## config.mk

```make
export PLATFORM = sky130hd
export DESIGN_NAME = rtlola_offset_hold_window_monitor
export DESIGN_NICKNAME = d
export VERILOG_FILES = /design/src/rtl/rtlola_offset_hold_window_monitor.sv
export SDC_FILE = /design/constraint.sdc
export NUM_CORES = 2
export LEC_CHECK = 0
export CAP_MARGIN = 20
export CORE_ASPECT_RATIO = 1.1
export CORE_MARGIN = 4
export CORE_UTILIZATION = 50
export CTS_CLUSTER_DIAMETER = 40
export DETAILED_ROUTE_END_ITERATION = 12
export DONT_BUFFER_PORTS = 1
export PLACE_DENSITY = 0.67
export SYNTH_ARGS = -nofsm -noshare
export SYNTH_HDL_FRONTEND = slang
export SYNTH_SLANG_ARGS = --single-unit
```

## constraint.sdc

```tcl
create_clock -name clk -period 8.3 [get_ports clk]
set_input_delay 0.83 -clock clk [delete_from_list [all_inputs] [get_ports clk]]
set_output_delay 0.83 -clock clk [all_outputs]
set_load 0.005 [all_outputs]
```

## src/rtl/rtlola_offset_hold_window_monitor.sv

```systemverilog
// Runtime monitor: a 64-bit input stream, a running-sum output and two
// periodic outputs built from two sliding windows (sum and count).
// The HLC timestamps events into a small FIFO; the LLC pops and evaluates
// one event every two cycles (fetch, then evaluate).
module rtlola_offset_hold_window_monitor #(
  parameter int unsigned PERIOD_CYCLES  = 500,
  parameter int unsigned QUEUE_DEPTH    = 4,
  parameter int unsigned WINDOW_BUCKETS = 2
) (
  input  logic               clk,
  input  logic               rst,
  input  logic               en,
  input  logic signed [63:0] input_0,
  input  logic               new_input_0,
  output logic signed [63:0] output_0,
  output logic signed [63:0] output_1,
  output logic signed [63:0] output_2,
  output logic               output_0_aktv,
  output logic               output_1_aktv,
  output logic               output_2_aktv,
  output logic               q_push,
  output logic               q_pop,
  output logic               q_push_valid,
  output logic               q_pop_valid,
  output logic               slide_0,
  output logic               slide_1,
  output logic               enable_in0,
  output logic               enable_out0,
  output logic               enable_out1,
  output logic               enable_out2
);

  localparam int unsigned CW = (PERIOD_CYCLES > 1) ? $clog2(PERIOD_CYCLES) : 1;
  localparam int unsigned PW = (QUEUE_DEPTH > 1) ? $clog2(QUEUE_DEPTH) : 1;
  localparam int unsigned NW = $clog2(QUEUE_DEPTH + 1);
  localparam logic [CW-1:0] LAST_TICK = CW'(PERIOD_CYCLES - 1);

  typedef struct packed {
    logic [63:0] value;
    logic        has_in;
    logic        is_tick;
  } event_t;

  typedef enum logic {S_IDLE, S_EVAL} llc_state_t;

  logic [CW-1:0] r_cnt;
  logic          w_tick;
  event_t        r_fifo [QUEUE_DEPTH];
  event_t        w_push_ev;
  logic [PW-1:0] r_wr_ptr;
  logic [PW-1:0] r_rd_ptr;
  logic [NW-1:0] r_count;
  logic          w_full;
  logic          w_empty;
  llc_state_t    r_state;
  llc_state_t    w_state_next;
  event_t        r_cur;
  logic          w_eval;

  logic [63:0] r_out0;
  logic [63:0] r_out1;
  logic [63:0] r_out2;
  logic        r_o0_def;
  logic        r_o2_def;
  logic        r_aktv_in;
  logic        r_aktv_tick;
  logic [63:0] r_w0 [WINDOW_BUCKETS];
  logic [63:0] r_w1 [WINDOW_BUCKETS];

  logic [63:0] w_add;
  logic [63:0] w_inc;
  logic [63:0] w_o0_next;
  logic [63:0] w_w0_cur;
  logic [63:0] w_w1_cur;
  logic [63:0] w_w0_sum;
  logic [63:0] w_w1_sum;
  logic [63:0] w_o2_base;
  logic [63:0] w_o2_next;

  function automatic logic [PW-1:0] ptr_inc(input logic [PW-1:0] p);
    return (p == PW'(QUEUE_DEPTH - 1)) ? '0 : p + 1'b1;
  endfunction

  // Reset is folded in so no push/pop is reported while the block is held.
  assign w_tick       = (r_cnt == LAST_TICK);
  assign w_full       = (r_count == NW'(QUEUE_DEPTH));
  assign w_empty      = (r_count == '0);
  assign q_push       = rst & en & (new_input_0 | w_tick);
  assign q_pop        = rst & en & (r_state == S_IDLE) & ~w_empty;
  assign q_pop_valid  = q_pop;
  assign q_push_valid = q_push & (~w_full | q_pop);
  assign w_push_ev    = '{value: input_0, has_in: new_input_0, is_tick: w_tick};
  assign w_eval       = en & (r_state == S_EVAL);

  assign output_0      = r_out0;
  assign output_1      = r_out1;
  assign output_2      = r_out2;
  assign output_0_aktv = r_aktv_in;
  assign enable_in0    = r_aktv_in;
  assign enable_out0   = r_aktv_in;
  assign output_1_aktv = r_aktv_tick;
  assign output_2_aktv = r_aktv_tick;
  assign enable_out1   = r_aktv_tick;
  assign enable_out2   = r_aktv_tick;
  assign slide_0       = r_aktv_tick;
  assign slide_1       = r_aktv_tick;

  // Period counter: counts enabled cycles, wraps on the tick cycle.
  always_ff @(posedge clk or negedge rst) begin
    if (!rst)    r_cnt <= '0;
    else if (en) r_cnt <= w_tick ? '0 : r_cnt + 1'b1;
  end

  // Event FIFO; a simultaneous pop makes room for the push on a full queue.
  always_ff @(posedge clk or negedge rst) begin
    if (!rst) begin
      r_wr_ptr <= '0;
      r_rd_ptr <= '0;
      r_count  <= '0;
      for (int unsigned i = 0; i < QUEUE_DEPTH; i++) r_fifo[i] <= '0;
    end else begin
      if (q_push_valid) begin
        r_fifo[r_wr_ptr] <= w_push_ev;
        r_wr_ptr         <= ptr_inc(r_wr_ptr);
      end
      if (q_pop_valid) r_rd_ptr <= ptr_inc(r_rd_ptr);
      case ({q_push_valid, q_pop_valid})
        2'b10:   r_count <= r_count + 1'b1;
        2'b01:   r_count <= r_count - 1'b1;
        default: r_count <= r_count;
      endcase
    end
  end

  // LLC state register.
  always_ff @(posedge clk or negedge rst) begin
    if (!rst)    r_state <= S_IDLE;
    else if (en) r_state <= w_state_next;
  end

  // LLC next state: fetch on a pop, evaluate on the following cycle.
  always_comb begin
    w_state_next = r_state;
    case (r_state)
      S_IDLE:  if (q_pop_valid) w_state_next = S_EVAL;
      S_EVAL:  w_state_next = S_IDLE;
      default: w_state_next = S_IDLE;
    endcase
  end

  // Fetch register holding the event under evaluation.
  always_ff @(posedge clk or negedge rst) begin
    if (!rst)             r_cur <= '0;
    else if (q_pop_valid) r_cur <= r_fifo[r_rd_ptr];
  end

  // Stream arithmetic: input first, then window aggregates and out2 recursion.
  always_comb begin
    w_add     = r_cur.has_in ? r_cur.value : '0;
    w_inc     = r_cur.has_in ? 64'd1 : '0;
    w_o0_next = r_out0 + w_add;
    w_w0_cur  = r_w0[0] + w_add;
    w_w1_cur  = r_w1[0] + w_inc;
    w_w0_sum  = w_w0_cur;
    w_w1_sum  = w_w1_cur;
    for (int unsigned i = 1; i < WINDOW_BUCKETS; i++) begin
      w_w0_sum = w_w0_sum + r_w0[i];
      w_w1_sum = w_w1_sum + r_w1[i];
    end
    w_o2_base = r_o2_def ? r_out2 : ((r_o0_def | r_cur.has_in) ? w_o0_next : '0);
    w_o2_next = w_o2_base + w_w1_sum;
  end

  // Window buckets: index 0 is current; a tick shifts toward older buckets.
  always_ff @(posedge clk or negedge rst) begin
    if (!rst) begin
      for (int unsigned i = 0; i < WINDOW_BUCKETS; i++) begin
        r_w0[i] <= '0;
        r_w1[i] <= '0;
      end
    end else if (w_eval) begin
      if (r_cur.is_tick) begin
        r_w0[0] <= '0;
        r_w1[0] <= '0;
        for (int unsigned i = 1; i < WINDOW_BUCKETS; i++) begin
          r_w0[i] <= (i == 1) ? w_w0_cur : r_w0[i-1];
          r_w1[i] <= (i == 1) ? w_w1_cur : r_w1[i-1];
        end
      end else begin
        r_w0[0] <= w_w0_cur;
        r_w1[0] <= w_w1_cur;
      end
    end
  end

  // Output registers, defined flags and one-cycle evaluation strobes.
  always_ff @(posedge clk or negedge rst) begin
    if (!rst) begin
      r_out0      <= '0;
      r_out1      <= '0;
      r_out2      <= '0;
      r_o0_def    <= 1'b0;
      r_o2_def    <= 1'b0;
      r_aktv_in   <= 1'b0;
      r_aktv_tick <= 1'b0;
    end else if (en) begin
      r_aktv_in   <= w_eval & r_cur.has_in;
      r_aktv_tick <= w_eval & r_cur.is_tick;
      if (w_eval && r_cur.has_in) begin
        r_out0   <= w_o0_next;
        r_o0_def <= 1'b1;
      end
      if (w_eval && r_cur.is_tick) begin
        r_out1   <= w_w0_sum;
        r_out2   <= w_o2_next;
        r_o2_def <= 1'b1;
      end
    end
  end

endmodule

```

==> results.toml <==
[grt]
grt_max_degree = 801
grt_pass1_wl_mm = 214
grt_pass1_vias = 37600
antenna_found_initial = 1
grt_overflow = 0
grtUsageTotal = 0.256

[worst_setup_path]
required_ns = 8.85
startpoint_type = "flop"
critPathMostFrequentCell = "o21a_1"
ff2ff_path_depth = 29
critical_path_arrival_ns = 8.55
slowest_stage = "or4_1"
crit_fanout = 11
critPathCaptureType = "flop"
crit_path_max_incr_delay_ns = 0.56
critPathKind = "flop to flop"

[synthesis]
synth_edf_count = 0
ys_ff_latch = 799
yosysTopAreaCellShare = 0.399
ys_warn_count = 0
yosys.area.top_type = "dfrtp_1"
syn_inst = 5265
syn-num-nets = 5633
ys.flop_type = "dfrtp_1"
syn_area_mm2 = 0.0502
synth_cell_type_count = 87
synth_area_per_cell_um2 = 9.53
yosysSeqAreaShare = 0.399
ys_top_cells_by_count = "819 x nand2_1, 799 x dfrtp_1, 445 x o21ai_0"
synth_most_common_cell = "nand2_1"
async_reset_ff_frac = 1.00
synthTopCellsByArea = "dfrtp_1 40%, mux2_2 7.5%, nand2_1 6.1%, ha_1 5.8%, o21ai_0 4.4%"

[floorplanning]
start_util = 0.505
pin_count = 273
core-area_mm2 = 0.0993
placementRows = 121
die_y_um = 340
die_x_um = 310
die_area_mm2 = 0.105

[placed_design]
finalWeightedCongestion = 0.919
io_buffers = 0
dpl.hpwl_mm = 97.4

[power_and_ir_drop]
p_per_area_mw_per_mm2 = 333
leakagePower_nw = 25.9
p_total_w = 0.0185
ir_drop_mv = 0.189

[routing]
first_pass_iters = 6
drtIter0Drc = 3292
wirelength_mm = 140
vias = 38500
routedWlPerCell_um = 21.4
viasPerCell = 5.91
postRouteAntennaNets = 0
drc_errors = 0

[status]
status = "complete, but fails checks"
violations = "max-slew violations"

[final_layout]
nets = 5502
area_growth_pct = 10.6
fillers = 8770
drive_gt1_frac = 0.138

[timing]
worstMarginPinSlew_ns = 1.68
period_share = 0.964
skew_ns = 0.0308
fmax_mhz = 125
slew_viol_final = 118
setup_violations = 0
fin_crit_ns = 8.00
relSlewSlack = -0.123
finalHoldViolCount = 0
setup_tns_ns = 0
rsz0062_at_grt = "true"

[clocking]
cts_num_sinks = 799
path_clk_slew_ns = 0.06
clockBufferDepth = 3
cts_buffers = 111
htreeDepth = 3
ctsRootBufferMaster = "clkbuf_16"
clock_latency_ns = 0.69
cts_tree = "built"

[run]
maxCapViolCount = 0

[worst_hold_path]
hold_class = "input pin to async pin"
[critical path, delay by kind of cell, from the launching register on]
| kind | cells | cell delay [ns] |
|---|---|---|
| buf+inv | 2 | 0.23 |
| fa+ha+maj | 3 | 1.22 |
| compound gates | 16 | 3.78 |
| simple gates | 6 | 1.56 |
| flops | 1 | 0.55 |
| xor+xnor | 2 | 0.53 |
[report_power, final]
part | total, W | switching [W] | internal (W)
clock | 0.00509 | 0.00194 | 0.00315
combinational | 0.00731 | 0.00416 | 0.00316
sequential | 0.00608 | 0.00110 | 0.00497
[cells in the final DEF, fill, tap and decap left out, types with 14 or more instances in the layout]
master / n
a211oi_1: 18
a21o_1: 137
a21oi_1: 261
a22o_1: 54
a22oi_1: 61
a31oi_1: 50
a32oi_1: 14
and2_1: 70
and3_1: 46
buf_4: 47
bufinv_16: 16
clkbuf_16: 113
clkinv_2: 17
dfrtp_1: 795
fa_1: 68
ha_1: 232
inv_1: 269
inv_6: 20
mux2_2: 333
mux4_2: 66
nand2_1: 812
nand2b_1: 63
nand3_1: 94
nand4_1: 48
nor2_1: 190
nor2b_1: 33
nor3_1: 38
o211ai_1: 18
o21a_1: 30
o21ai_0: 442
o21bai_1: 31
o22ai_1: 25
o31ai_1: 28
xnor2_1: 213
xor2_1: 158
[final timing paths]
kind | from | endpoint | slack (ns)
worst min register to register | r_o0_def$_DFFE_PN0P_ | r_o0_def$_DFFE_PN0P_ | 0.46
worst max register to register | r_cur[1]$_DFFE_PN0P_ | output_2[63]$_DFFE_PN0P_ | 0.30
max in group asynchronous | rst | output_2[58]$_DFFE_PN0P_ | 6.88
min in group clk | en | r_cnt[8]$_DFFE_PN0P_ | 0.22
worst min-delay path | rst | r_fifo[163]$_DFFE_PN0P_ | 0.02
worst max-delay path | r_cur[1]$_DFFE_PN0P_ | output_2[63]$_DFFE_PN0P_ | 0.30
[routing by layer]
| layer | global-route usage | part of all wire |
|---|---|---|
| met4 | 0.0886 | 0.035 |
| met1 | 0.365 | 0.45 |
| met3 | 0.0490 | 0.063 |
| met5 | 0 | 0 |
| met2 | 0.392 | 0.45 |
[sequential cells by signal, indices dropped and copies added, names as in the netlist]
signal       cells
r_o2_def         1
r_fifo         264
r_cnt            9
enable_out1      1
r_rd_ptr         2
output_2        64
r_o0_def         1
r_count          3
r_w1           128
output_1        64
r_w0           128
enable_in0       1
r_cur           66
r_wr_ptr         2
output_0        64
r_state          1
[repair_timing]
action | CTS | global route
gates resized for setup | 0 | 16
setup buffers | 0 | 2
hold endpoints to repair | 799 | 193
endpoints found under the setup margin | 0 | 4
[cells by family after synthesis]
group | Yosys count | synth area share
adders and majority gates | 310 | 0.0870
and+or+nand+nor | 1476 | 0.132
AOI/OAI and AO/OA | 1329 | 0.168
xor gates and xnor gates | 372 | 0.0650
muxes | 400 | 0.105
buffers and inverters | 579 | 0.0446
DFF | 799 | 0.399
[through the flow]
| stage | hold slack, ns | utilization | std cells | cell area [um^2] | setup WS (ns) |
|---|---|---|---|---|---|
| final | 0.0228 | 0.558 | 6520 | 55400 | 0.301 |
| after global placement | 0.452 | 0.514 | 6295 | 51000 | 0.350 |
| after global routing | 0.0129 | 0.558 | 6519 | 55400 | -0.0199 |
| after CTS | -0.146 | 0.554 | 6503 | 55100 | 0.167 |
| after floorplan | 0.436 | - | 5265 | 50200 | 0.0361 |
| after detailed placement | 0.453 | 0.514 | 6296 | 51000 | 0.181 |
[final cells by class]
| type | instances | area [um^2] | area share |
|---|---|---|---|
| tap | 1291 | 1620 | 0.0291 |
| clock buffer | 130 | 3020 | 0.0545 |
| clock inverter | 77 | 1020 | 0.0184 |
| antenna | 1 | 2.50 | 0.0000451 |
| timing repair buffer | 65 | 692 | 0.0125 |
| inverter | 270 | 1010 | 0.0183 |
| sequential | 799 | 20000 | 0.361 |
| multi-input combinational | 3887 | 28100 | 0.506 |
(Power assumes the default switching activity.)
